$ cat src/rtl/dff_debounce_edge.sv
// -----------------------------------------------------------------------------
// dff_debounce_edge
//
// Input conditioning for the downstream asynchronous-reset D flip-flop stage.
// It synchronizes the raw asynchronous level `data` into the clk domain and
// debounces it. It then presents the clean level `q` together with one-cycle
// `rise`/`fall` pulses. All outputs come straight from flops.
//
// Parameters
//   SYNC_STAGES      synchronizer depth (>= 2)
//   DEBOUNCE_CYCLES  consecutive cycles of a new level needed to accept it (>= 1)
//   CNT_W            width of the optional edge counter (>= 1)
//
// Ports
//   clk       in   single clock, rising edge
//   reset     in   asynchronous, active-low reset
//   data      in   raw asynchronous level
//   q         out  debounced, synchronized level
//   rise      out  one-cycle pulse on q 0->1
//   fall      out  one-cycle pulse on q 1->0
//   cnt_clr   in   synchronous clear of edge_cnt        (macro only)
//   edge_cnt  out  count of accepted transitions, wraps (macro only)
//
// Build option
//   `define DFF_DEBOUNCE_EDGE_CNT_EN to build cnt_clr/edge_cnt. When the macro
//   is undefined, neither port nor any counter logic exists.
// -----------------------------------------------------------------------------
module dff_debounce_edge #(
    parameter int SYNC_STAGES     = 2,
    parameter int DEBOUNCE_CYCLES = 4,
    parameter int CNT_W           = 8
) (
    input  logic             clk,
    input  logic             reset,
    input  logic             data,
`ifdef DFF_DEBOUNCE_EDGE_CNT_EN
    input  logic             cnt_clr,
    output logic [CNT_W-1:0] edge_cnt,
`endif
    output logic             q,
    output logic             rise,
    output logic             fall
);

    // Stability counter width: max(1, clog2(DEBOUNCE_CYCLES)).
    localparam int DW = (DEBOUNCE_CYCLES > 1) ? $clog2(DEBOUNCE_CYCLES) : 1;
    localparam logic [DW-1:0] DLAST = DW'(DEBOUNCE_CYCLES - 1);
    localparam logic [DW-1:0] DONE  = DW'(1);

    // Parameter legality, checked at elaboration.
    if (SYNC_STAGES < 2) begin : g_chk_sync
        $error("dff_debounce_edge: SYNC_STAGES must be >= 2");
    end
    if (DEBOUNCE_CYCLES < 1) begin : g_chk_deb
        $error("dff_debounce_edge: DEBOUNCE_CYCLES must be >= 1");
    end
    if (CNT_W < 1) begin : g_chk_cnt
        $error("dff_debounce_edge: CNT_W must be >= 1");
    end

    typedef enum logic {
        STABLE = 1'b0,
        CHECK  = 1'b1
    } state_t;

    state_t                 state_q;
    state_t                 state_d;
    logic [SYNC_STAGES-1:0] sync_q;
    logic                   s;
    logic [DW-1:0]          dcnt_q;
    logic [DW-1:0]          dcnt_d;
    logic                   q_d;
    logic                   rise_d;
    logic                   fall_d;
    logic                   accept;

    // ------------------------------------------------------------------
    // Synchronizer: plain shift chain, nothing between the flops.
    // ------------------------------------------------------------------
    always_ff @(posedge clk or negedge reset) begin
        if (!reset) begin
            sync_q <= '0;
        end else begin
            sync_q <= {sync_q[SYNC_STAGES-2:0], data};
        end
    end

    assign s = sync_q[SYNC_STAGES-1];

    // ------------------------------------------------------------------
    // Debounce FSM: state register.
    // ------------------------------------------------------------------
    always_ff @(posedge clk or negedge reset) begin
        if (!reset) begin
            state_q <= STABLE;
            dcnt_q  <= '0;
            q       <= 1'b0;
            rise    <= 1'b0;
            fall    <= 1'b0;
        end else begin
            state_q <= state_d;
            dcnt_q  <= dcnt_d;
            q       <= q_d;
            rise    <= rise_d;
            fall    <= fall_d;
        end
    end

    // ------------------------------------------------------------------
    // Debounce FSM: next state and outputs.
    // dcnt holds the number of mismatch edges already seen. The edge that
    // leaves STABLE counts as the first one, so it loads 1. Acceptance
    // therefore happens on the DEBOUNCE_CYCLES-th consecutive mismatch edge,
    // which is when dcnt == DEBOUNCE_CYCLES-1 in CHECK. With a single-cycle
    // debounce the first mismatch is accepted straight from STABLE.
    // ------------------------------------------------------------------
    always_comb begin
        state_d = state_q;
        dcnt_d  = dcnt_q;
        accept  = 1'b0;

        case (state_q)
            STABLE: begin
                dcnt_d = '0;
                if (s != q) begin
                    if (DEBOUNCE_CYCLES == 1) begin
                        accept = 1'b1;
                    end else begin
                        state_d = CHECK;
                        dcnt_d  = DONE;
                    end
                end
            end

            CHECK: begin
                if (s == q) begin
                    // Glitch: level went back before it was accepted.
                    state_d = STABLE;
                    dcnt_d  = '0;
                end else if (dcnt_q == DLAST) begin
                    accept  = 1'b1;
                    state_d = STABLE;
                    dcnt_d  = '0;
                end else begin
                    dcnt_d = dcnt_q + 1'b1;
                end
            end

            default: begin
                state_d = STABLE;
                dcnt_d  = '0;
            end
        endcase

        q_d    = accept ? s : q;
        rise_d = accept & s;
        fall_d = accept & ~s;
    end

`ifdef DFF_DEBOUNCE_EDGE_CNT_EN
    // ------------------------------------------------------------------
    // Edge-event counter: counts registered pulses, so it trails them by
    // one edge. A clear wins over a coincident increment.
    // ------------------------------------------------------------------
    always_ff @(posedge clk or negedge reset) begin
        if (!reset) begin
            edge_cnt <= '0;
        end else if (cnt_clr) begin
            edge_cnt <= '0;
        end else if (rise || fall) begin
            edge_cnt <= edge_cnt + 1'b1;
        end
    end
`endif

endmodule

$ cat config.mk
export PLATFORM = sky130hd
export DESIGN_NAME = dff_debounce_edge
export DESIGN_NICKNAME = d
export VERILOG_FILES = /design/src/rtl/dff_debounce_edge.sv
export SDC_FILE = /design/constraint.sdc
export NUM_CORES = 1
export LEC_CHECK = 0
export BUFFER_PORTS_ARGS = -buffer_cell sky130_fd_sc_hd__buf_2
export CORE_AREA = 2 2 39 41
export CTS_BUF_LIST = sky130_fd_sc_hd__clkbuf_8
export DETAILED_ROUTE_END_ITERATION = 6
export DIE_AREA = 0 0 41 43
export SYNTH_ARGS = -nofsm -noshare
export SYNTH_HDL_FRONTEND = slang
export SYNTH_SLANG_ARGS = --single-unit
$ cat constraint.sdc
create_clock -name clk -period 1.6 [get_ports clk]
set_clock_uncertainty 0.05 [all_clocks]
set_input_delay 0.24 -clock clk [delete_from_list [all_inputs] [get_ports clk]]
set_output_delay 0.24 -clock clk [all_outputs]
set_load 0.005 [all_outputs]
; ---- After elaboration in Yosys (flattened, before gate mapping)
; Cells that the tools add are included.
[op_classes]
eq_ne = 3
muxes = 11
addsub = 1
bitwise_logic = 4
[op_table]
columns = cell, count
row1 = 1-bit two-way mux, 7
row2 = 2-bit two-way mux, 2
row3 = 2-bit case mux with 2 select lines, 1
row4 = 2-bit by 1-bit adder with 2-bit output (second input constant), 1
row5 = 1-bit AND, 2
row6 = 2-bit == test (second input constant), 1
row7 = 1-bit NOT, 2
row8 = 1-bit case mux with 2 select lines, 1
row9 = 1-bit == test, 1
row10 = 1-bit != test, 1
[totals]
output_inout_bits = 3
input_bits = 3
elab_cells = 25
reg_bits = 8

; ---- Logic depth before layout (Yosys ltp)
; Gate-level depths: netlist of run 1.
[logic_depth]
ltp_word = 5
depth_mapped = 3
mapped_depth_nobuf = 3

; ---- Worst setup path before layout of run 1
; Ideal clock, no wire load.
[synth_path]
kind = reg-to-reg
startpoint = register dcnt_q[0]
endpoint = register q
period_less_slack_ns = 1.135
required_time_ns = 1.425
arrival_ns = 0.960
stages_incl_launch_ff = 4
path_buffers = 0
path_slack_ns = 0.465
setup_ns = 0.125
path_cell_list = dfrtp_1 -> ha_1 -> nand2_2 -> mux2_4
[synth_between]
elab_chain_cells = 4
[synth_lines]
columns = item, line
row1 = "start, declared", 70  ; logic [DW-1:0] dcnt_q;
row2 = "start signal, assigned", 102  ; dcnt_q <= dcnt_d;
row3 = 2-bit == test, 140  ; end else if (dcnt_q == DLAST) begin
row4 = 1-bit two-way mux, 140
row5 = 1-bit two-way mux, 136  ; if (s == q) begin
row6 = 1-bit two-way mux, 122  ; case (state_q)
row7 = "end signal, assigned", 103  ; q <= q_d;
row8 = "end, declared", 40  ; output logic q,
; Every way passes these cells.
; A chain may end at the register's enable or synchronous reset.

; ---- Final worst setup path of run 1
; Ends and elaborated chain as after synthesis.

==> run metrics, run 1 <==
via count 169; complex-gate fraction of the synthesized area 4.44%; Tightest Pin Transition 247 ps; crit start category register; final hold violations 0; TritonCTS clock tree built; maxcap violations 0; critical path's largest stage delay 370 ps; GP Congestion 0.732; H-tree depth 1; Vias per Instance 3.84; total gr overflow 0; CTS buffer count 3; critical path's slowest cell dfrtp_1; Data required, critical path 1660 ps; root buf cell clkbuf_8; first-pass GRT wire length 821 um; Pwr Total 0.000659 W; GRT Overall Usage 8.04%; Reg clk slew, reported paths 40 ps; Port Buffers 5; Hold WC Path Type in2reg; critical path type reg2reg; clock latency on the worst-skew pair 220 ps; Post-Place Cells 40; fin nets 34; # setup viols final 0; DRT Pass-1 Iters 1; syn nets 23; initial antenna violation count 0; CTS Buffer Depth 2; part of the power in combinational logic 18.9%; Non-Filler Instances 44; Post-Synthesis Cells 19; DRT iter0 DRCs 0; share of layout cells above drive strength 1 35.7%; starting density of the core 20.3%; status finished, final reports clean; clock network fraction of design power 35.7%; Post-Syn Area 282 um^2; sum of negative setup slack 0 ps; Max Freq 0.857 GHz; XOR/XNOR Fraction of Synth Area 3.11%; Mean Syn Cell Area 14.8 um^2; n_diodes 0; CTS sink cnt 8; Die Wd 41 um; Crit path arrival time 1230 ps; area grow syn2layout 34.2%; Final Max Tran Viols 0; worst path bufs/invs 0; crit path cell chain ha_1 -> nand2_2 -> mux2_4; io pins 6; drt drc 0; Max rail drop VDD 0.592 mV; vias in the first global route 189; final wirelength 435 um; Core Region 1380 um^2; drt wl/cell 9.89 um; Post-Synth Adder-Cell Area 4.44%; Worst R2R Setup Slack 430 ps; Synth Warn # 0; num rows 14; cell family with most CP delay flip-flops; post-route minimum period 1170 ps; Simple-Gate Fraction of Synth Area 11.6%; Post-CTS Setup Bufs 0; Seq/Total Area, Yosys 71.1%; Power Density 1740 nW/um^2; RSZ-0062 raised after global routing no; mux cell area share after synthesis 5.33%; fill count 145; Die Y 43 um; crit path max fanout 3; DIE AREA 1760 um^2; Distinct cells, synth 10; Seq pwr share 45.4%; crit share post-route 73.0%; max_slew headroom 83.4%; post-synthesis register bit count 8; main combinational cell family by area after synthesis simple AND/OR/NAND/NOR gates; largest net degree at the start of global routing 9; Internal Pwr Total 0.000489 W; CTS Hold Bufs 1; Final ANT Viol Nets 0; critical path endpoint category register; Sw Pwr 0.000170 W; post-CTS sizing 0; most frequent cells in the layout dfrtp_1 (8), buf_2 (5), clkbuf_8 (3); sw frac 25.8%; leakage 0.184 nW; leading cell type in the layout, fill and taps excluded dfrtp_1
==> logic make-up after synthesis <==
group           after synthesis
compound gates                2
simple gates                  6
flops                         8
xor+xnor                      1
mux                           1
fa+ha+maj                     1
==> area by class of cell <==
| type | instances | area [um^2] | area share [%] |
|---|---|---|---|
| clock buffers | 3 | 41.3 | 10.9 |
| multi-input cells | 11 | 81.3 | 21.5 |
| flip-flops and latches | 8 | 200 | 53.0 |
| well taps | 16 | 20.0 | 5.30 |
| repair buffers | 6 | 35.0 | 9.27 |
==> stage by stage <==
step / hold slack [ps] / utilization (%) / cell area (um^2) / worst slack [ps]
floorplan: -106 / - / 282 / 465
global placement: 30.2 / 23.6 / 327 / 452
detailed placement: 36.3 / 23.6 / 327 / 438
CTS: 70.6 / 27.3 / 378 / 437
global route: 65.3 / 27.3 / 378 / 369
finish: 76.6 / 27.3 / 378 / 433
==> metal layers <==
metal	track usage, %	vias to the layer above	part of all wire [%]
met1	9.06	78	47
li1	-	81	-
met3	7.85	2	11
met5	0	-	0
met4	6.00	0	1.8
met2	8.75	8	39
==> sequential cells by signal (all words and copies together), names as in the netlist <==
name	count
q	1
dcnt_q	2
fall	1
sync_q	2
rise	1
state_q	1
==> Yosys cell counts <==
cell     number  area, um^2
nand2_2       1        6.26
a21oi_1       1        5.00
o21a_1        1        7.51
nand2_1       1        3.75
ha_1          1        12.5
nor2_1        2        7.51
dfrtp_1       8         200
nor3b_1       2        15.0
mux2_4        1        15.0
xnor2_1       1        8.76
==> power by group through the flow <==
stage          Sequential (W)  Clock (W)  Combinational, W
2_1_floorplan        0.000294          0         0.0000915
3_3_place_gp         0.000297          0          0.000117
3_5_place_dp         0.000302          0          0.000123
4_1_cts              0.000299   0.000248          0.000126
5_1_grt              0.000311   0.000262          0.000141
6_report             0.000299   0.000235          0.000125
==> path summary, 6_finish.rpt <==
| kind | from | endpoint | cells after the start |
|---|---|---|---|
| min in group asynchronous | reset | fall$_DFF_PN0_ | 2 |
| min reg2reg | sync_q[0]$_DFF_PN0_ | sync_q[1]$_DFF_PN0_ | 0 |
| min | data | sync_q[0]$_DFF_PN0_ | 1 |
| max reg2reg | dcnt_q[0]$_DFF_PN0_ | q$_DFFE_PN0P_ | 3 |
| max in group asynchronous | reset | sync_q[0]$_DFF_PN0_ | 2 |
| max | dcnt_q[0]$_DFF_PN0_ | q$_DFFE_PN0P_ | 3 |
No activity file was read; power rests on OpenSTA's default activity.
==> inputs of run 2 (changes only) <==
==> constraint.sdc (replaced) <==
create_clock -name clk -period 1.1 [get_ports clk]
set_clock_uncertainty 0.05 [all_clocks]
set_input_delay 0.165 -clock clk [delete_from_list [all_inputs] [get_ports clk]]
set_output_delay 0.165 -clock clk [all_outputs]
set_load 0.005 [all_outputs]
==> run metrics, run 2 (synthesis gave the netlist of run 1 again) <==
Max rail drop VDD 1.13 mV (was 0.592 mV); first-pass GRT wire length 800 um (was 821 um); status finished with violations (was finished, final reports clean); Regs by FF count dcnt_q: 2 flops, sync_q: 2 flops (unchanged); CTS buffer count 3 (unchanged); critical path type reg2reg (unchanged); Die Y 43 um (unchanged); total gr overflow 0 (unchanged); most frequent cells in the layout dfrtp_1 (8), buf_2 (5), clkbuf_8 (3) (unchanged); GRT Overall Usage 7.72% (was 8.04%); DRT iter0 DRCs 10 (was 0); critical path endpoint category register (unchanged); critical path's slowest cell dfrtp_1 (unchanged); vias in the first global route 205 (was 189); num rows 14 (unchanged); max_slew headroom 84.3% (was 83.4%); crit share post-route 101% (was 73.0%); failing checks setup timing; final wirelength 495 um (was 435 um); Hold WC Path Type in2async (was in2reg); drt drc 0 (unchanged); Crit path arrival time 1170 ps (was 1230 ps); worst r2r src dcnt_q[0]$_DFF_PN0_ (unchanged); DIE AREA 1760 um^2 (unchanged); share of layout cells above drive strength 1 45.2% (was 35.7%); crit path max fanout 2 (was 3); post-route minimum period 1110 ps (was 1170 ps); leakage 0.196 nW (was 0.184 nW); Final WS setup -6.57 ps (was 433 ps); TritonCTS clock tree built (unchanged); leading cell type in the layout, fill and taps excluded dfrtp_1 (unchanged); Max Freq 0.904 GHz (was 0.857 GHz); area grow syn2layout 45.8% (was 34.2%); Worst R2R Setup Slack -7 ps (was 430 ps); CTS Buffer Depth 2 (unchanged); CTS sink cnt 8 (unchanged); largest net degree at the start of global routing 9 (unchanged); Reg clk slew, reported paths 40 ps (about the same); Data required, critical path 1160 ps (was 1660 ps); final hold violations 0 (unchanged); hold slack 257 ps (was 76.6 ps); Final Max Tran Viols 0 (unchanged); Non-Filler Instances 47 (was 44); fin nets 37 (was 34); root buf cell clkbuf_8 (unchanged); critical path's largest stage delay 390 ps (was 370 ps); Core Region 1380 um^2 (unchanged); n_diodes 0 (unchanged); initial antenna violation count 0 (unchanged); RSZ-0062 raised after global routing yes (was no); starting density of the core 20.3% (unchanged); Post-Place Cells 42 (was 40); Tightest Pin Transition 234 ps (was 247 ps); crit start category register (unchanged); Port Buffers 5 (unchanged); # setup viols final 1 (was 0); GP Congestion 0.727 (was 0.732); R2R depth 3 (unchanged); FF-to-FF End q$_DFFE_PN0P_ (unchanged); Final ANT Viol Nets 0 (unchanged); DRT Pass-1 Iters 3 (was 1); clock latency on the worst-skew pair 230 ps (was 220 ps); fill count 133 (was 145); crit path cell chain ha_2 -> nand2_2 -> mux2_4 (was ha_1 -> nand2_2 -> mux2_4); io pins 6 (unchanged); Power Density 2450 nW/um^2 (was 1740 nW/um^2); sum of negative setup slack -6.57 ps (was 0 ps); maxcap violations 0 (unchanged); Die Wd 41 um (unchanged); worst path bufs/invs 0 (unchanged); via count 183 (was 169); drt wl/cell 10.5 um (was 9.89 um); cell family with most CP delay flip-flops (unchanged); Vias per Instance 3.89 (was 3.84); H-tree depth 1 (unchanged)
==> run 2: changes by cell type in the layout (fill, tap and decap cells not counted) <==
cell / delta
ha_1: -1
ha_2: +1
buf_4: +2
nor3b_1: -1
dlygate4sd3_1: +1
nor3b_2: +1
==> run 2: cell type report <==
type | instances | area [um^2] | area share [%]
timing repair buffer | 9 | 60.1 | 14.6
multi-input combinational | 11 | 88.8 | 21.6
tap | 16 | 20.0 | 4.88
sequential | 8 | 200 | 48.8
clock buffer | 3 | 41.3 | 10.1
==> run 2: timing repair <==
action                                  in CTS  in global routing
hold buffers                                 2                  0
resized for setup                            0                  1
setup buffers                                0                  0
endpoints found under the hold margin        9                  0
pin swaps                                    1                  2
cloned                                       0                  0
endpoints found under the setup margin       1                  3
==> run 2: layer usage <==
| layer | vias to the layer above | global-route usage (%) | wire length [um] |
|---|---|---|---|
| li1 | 88 | - | - |
| met4 | 0 | 6.00 | 0 |
| met3 | 0 | 6.28 | 50 |
| met2 | 8 | 10.6 | 246 |
| met1 | 87 | 7.02 | 199 |
| met5 | - | 0 | 0 |
==> run 2: through the flow <==
stage               setup WS (ps)  power (W)  util (%)  cell area, um^2
finish                      -6.57    0.00101      29.7              410
global placement             12.5   0.000623      24.9              344
detailed placement          -11.4   0.000660      24.9              344
floorplan                    1.78   0.000565         -              284
CTS                         -2.70    0.00102      29.3              405
global route                -34.1    0.00107      29.7              410
==> run 2: worst reg2reg max path, cell delays in order (launching register included) <==
cell and delay, ps:
dfrtp_1 390, ha_2 190, nand2_2 80, mux2_4 290
==> run 2: power breakdown <==
group	switching, W	total (W)	internal, W
Sequential	0.0000712	0.000444	0.000373
Clock	0.000107	0.000344	0.000236
Combinational	0.0000903	0.000220	0.000130
Total	0.000269	0.00101	0.000739
==> run 2: how the worst max path moves through the flow <==
stage / slack, ps / startpoint / end / cells past startpoint
final: -7 / dcnt_q[0]$_DFF_PN0_ / q$_DFFE_PN0P_ / 3
after global routing: -30 / dcnt_q[0]$_DFF_PN0_ / q$_DFFE_PN0P_ / 3
after CTS: -3 / dcnt_q[0]$_DFF_PN0_ / q$_DFFE_PN0P_ / 3
after detailed placement: -10 / dcnt_q[0]$_DFF_PN0_ / q$_DFFE_PN0P_ / 3
after global placement: 10 / dcnt_q[0]$_DFF_PN0_ / q$_DFFE_PN0P_ / 3
after floorplan: 2 / dcnt_q[0]$_DFF_PN0_ / q$_DFFE_PN0P_ / 3
==> inputs of run 3 (changes only) <==
--- a/config.mk
+++ b/config.mk
@@ -10,6 +10,7 @@
 export CTS_BUF_LIST = sky130_fd_sc_hd__clkbuf_8
 export DETAILED_ROUTE_END_ITERATION = 6
 export DIE_AREA = 0 0 41 43
+export PLACE_DENSITY = 0.43
 export SYNTH_ARGS = -nofsm -noshare
 export SYNTH_HDL_FRONTEND = slang
 export SYNTH_SLANG_ARGS = --single-unit
==> run metrics, run 3 (synthesis gave the netlist of run 1 again) <==
DIE AREA 1760 um^2 (unchanged); CTS sink cnt 8 (unchanged); post-route minimum period 1090 ps (was 1110 ps); largest net degree at the start of global routing 9 (unchanged); critical path type reg2reg (unchanged); Crit path arrival time 1150 ps (was 1170 ps); Tightest Pin Transition 269 ps (was 234 ps); max_slew headroom 81.9% (was 84.3%); RSZ-0062 raised after global routing yes (unchanged); n_diodes 0 (unchanged); crit path max fanout 2 (unchanged); Core Region 1380 um^2 (unchanged); share of layout cells above drive strength 1 45.5% (was 45.2%); Die Y 43 um (unchanged); status finished, final reports clean (was finished with violations); TritonCTS clock tree built (unchanged); vias in the first global route 211 (was 205); critical path's slowest cell dfrtp_1 (unchanged); Regs by FF count dcnt_q: 2 flops, sync_q: 2 flops (unchanged); Data required, critical path 1160 ps (about the same); crit start category register (unchanged); Pwr Total 0.00104 W (was 0.00101 W); Vias per Instance 3.88 (was 3.89); critical path's largest stage delay 370 ps (was 390 ps); via count 190 (was 183); starting density of the core 20.3% (unchanged); final wirelength 480 um (was 495 um); leading cell type in the layout, fill and taps excluded dfrtp_1 (unchanged); first-pass GRT wire length 828 um (was 800 um); cell family with most CP delay flip-flops (unchanged); Post-Place Cells 42 (unchanged); H-tree depth 1 (unchanged); post-place setup slack -12.4 ps (was -11.4 ps); fin nets 39 (was 37); worst path bufs/invs 0 (unchanged); final hold violations 0 (unchanged); CTS buffer count 3 (unchanged); area grow syn2layout 49.3% (was 45.8%); root buf cell clkbuf_8 (unchanged); GRT Overall Usage 8.21% (was 7.72%); clock latency on the worst-skew pair 220 ps (was 230 ps); drt drc 0 (unchanged); total gr overflow 0 (unchanged); Max Freq 0.914 GHz (was 0.904 GHz); GP Congestion 0.657 (was 0.727); Port Buffers 5 (unchanged); critical path endpoint category register (unchanged); Power Density 2480 nW/um^2 (was 2450 nW/um^2); Final Max Tran Viols 0 (unchanged); DRT Pass-1 Iters 3 (unchanged); leakage 0.205 nW (was 0.196 nW); # setup viols final 0 (was 1); most frequent cells in the layout dfrtp_1 (8), buf_2 (5), buf_4 (4) (was dfrtp_1 (8), buf_2 (5), clkbuf_8 (3)); crit path cell chain ha_2 -> nand2_2 -> mux2_4 (unchanged); Die Wd 41 um (unchanged); Final WS setup 5.35 ps (was -6.57 ps); maxcap violations 0 (unchanged); Final ANT Viol Nets 0 (unchanged); io pins 6 (unchanged); HPWL after DPL 344 um; fin util 30.4% (was 29.7%); crit share post-route 99.5% (was 101%); CTS Buffer Depth 2 (unchanged); initial antenna violation count 0 (unchanged); Hold WC Path Type in2async (unchanged); drt wl/cell 9.80 um (was 10.5 um); Reg clk slew, reported paths 40 ps (about the same); num rows 14 (unchanged); Non-Filler Instances 49 (was 47); Max rail drop VDD 0.982 mV (was 1.13 mV); DRT iter0 DRCs 1 (was 10)
-- run 3: cell count changes in the layout (fill, tap and decap cells not counted), sizes merged --
cell	change
buf	+2
-- run 3: area by class of cell --
| type | instances | area (um^2) |
|---|---|---|
| Multi-Input combinational cell | 11 | 83.8 |
| Clock buffer | 3 | 41.3 |
| Timing Repair Buffer | 11 | 75.1 |
| Fill cell | 143 | 963 |
| Sequential cell | 8 | 200 |
| Tap cell | 16 | 20.0 |
-- run 3: final timing paths --
path / start / to / slack, ps / cells past startpoint
worst max-delay path: dcnt_q[0]$_DFF_PN0_ / q$_DFFE_PN0P_ / 5 / 3
worst min-delay path: reset / state_q$_DFF_PN0_ / 270 / 2
worst max register to register: dcnt_q[0]$_DFF_PN0_ / q$_DFFE_PN0P_ / 5 / 3
worst min register to register: sync_q[0]$_DFF_PN0_ / sync_q[1]$_DFF_PN0_ / 300 / 0
max in group asynchronous: reset / rise$_DFF_PN0_ / 570 / 2
min in group clk: sync_q[0]$_DFF_PN0_ / sync_q[1]$_DFF_PN0_ / 300 / 0
-- run 3: per-layer routing --
layer	global-route usage, %	part of all wire [%]	vias to the layer above
li1	-	-	91
met1	6.62	43	92
met2	10.6	48	5
met3	4.71	5.4	2
met4	12.0	3.3	0
met5	0	0	-
-- run 3: power by group --
group	internal (W)	leakage, nW	switching, W	total [W]
sequential	0.000372	0.101	0.0000611	0.000433
combinational	0.000164	0.0823	0.0000962	0.000260
clock	0.000237	0.0216	0.000112	0.000349
total	0.000773	0.205	0.000270	0.00104
-- run 3: stage by stage --
stage | hold slack [ps] | cell area (um^2) | TNS [ps]
6_report | 265 | 420 | 0
5_1_grt | 282 | 420 | -27.3
4_1_cts | 260 | 413 | 0
3_5_place_dp | -32.6 | 344 | -12.4
3_3_place_gp | -38.9 | 344 | 0
2_1_floorplan | -181 | 284 | 0
-- run 3: timing repair --
action | 4_1_cts | 5_1_grt
hold buffers | 2 | 0
setup buffers | 1 | 1
hold endpoints to repair | 9 | 0
setup endpoints to repair | 1 | 4
resized for setup | 0 | 0
pin swaps | 1 | 0
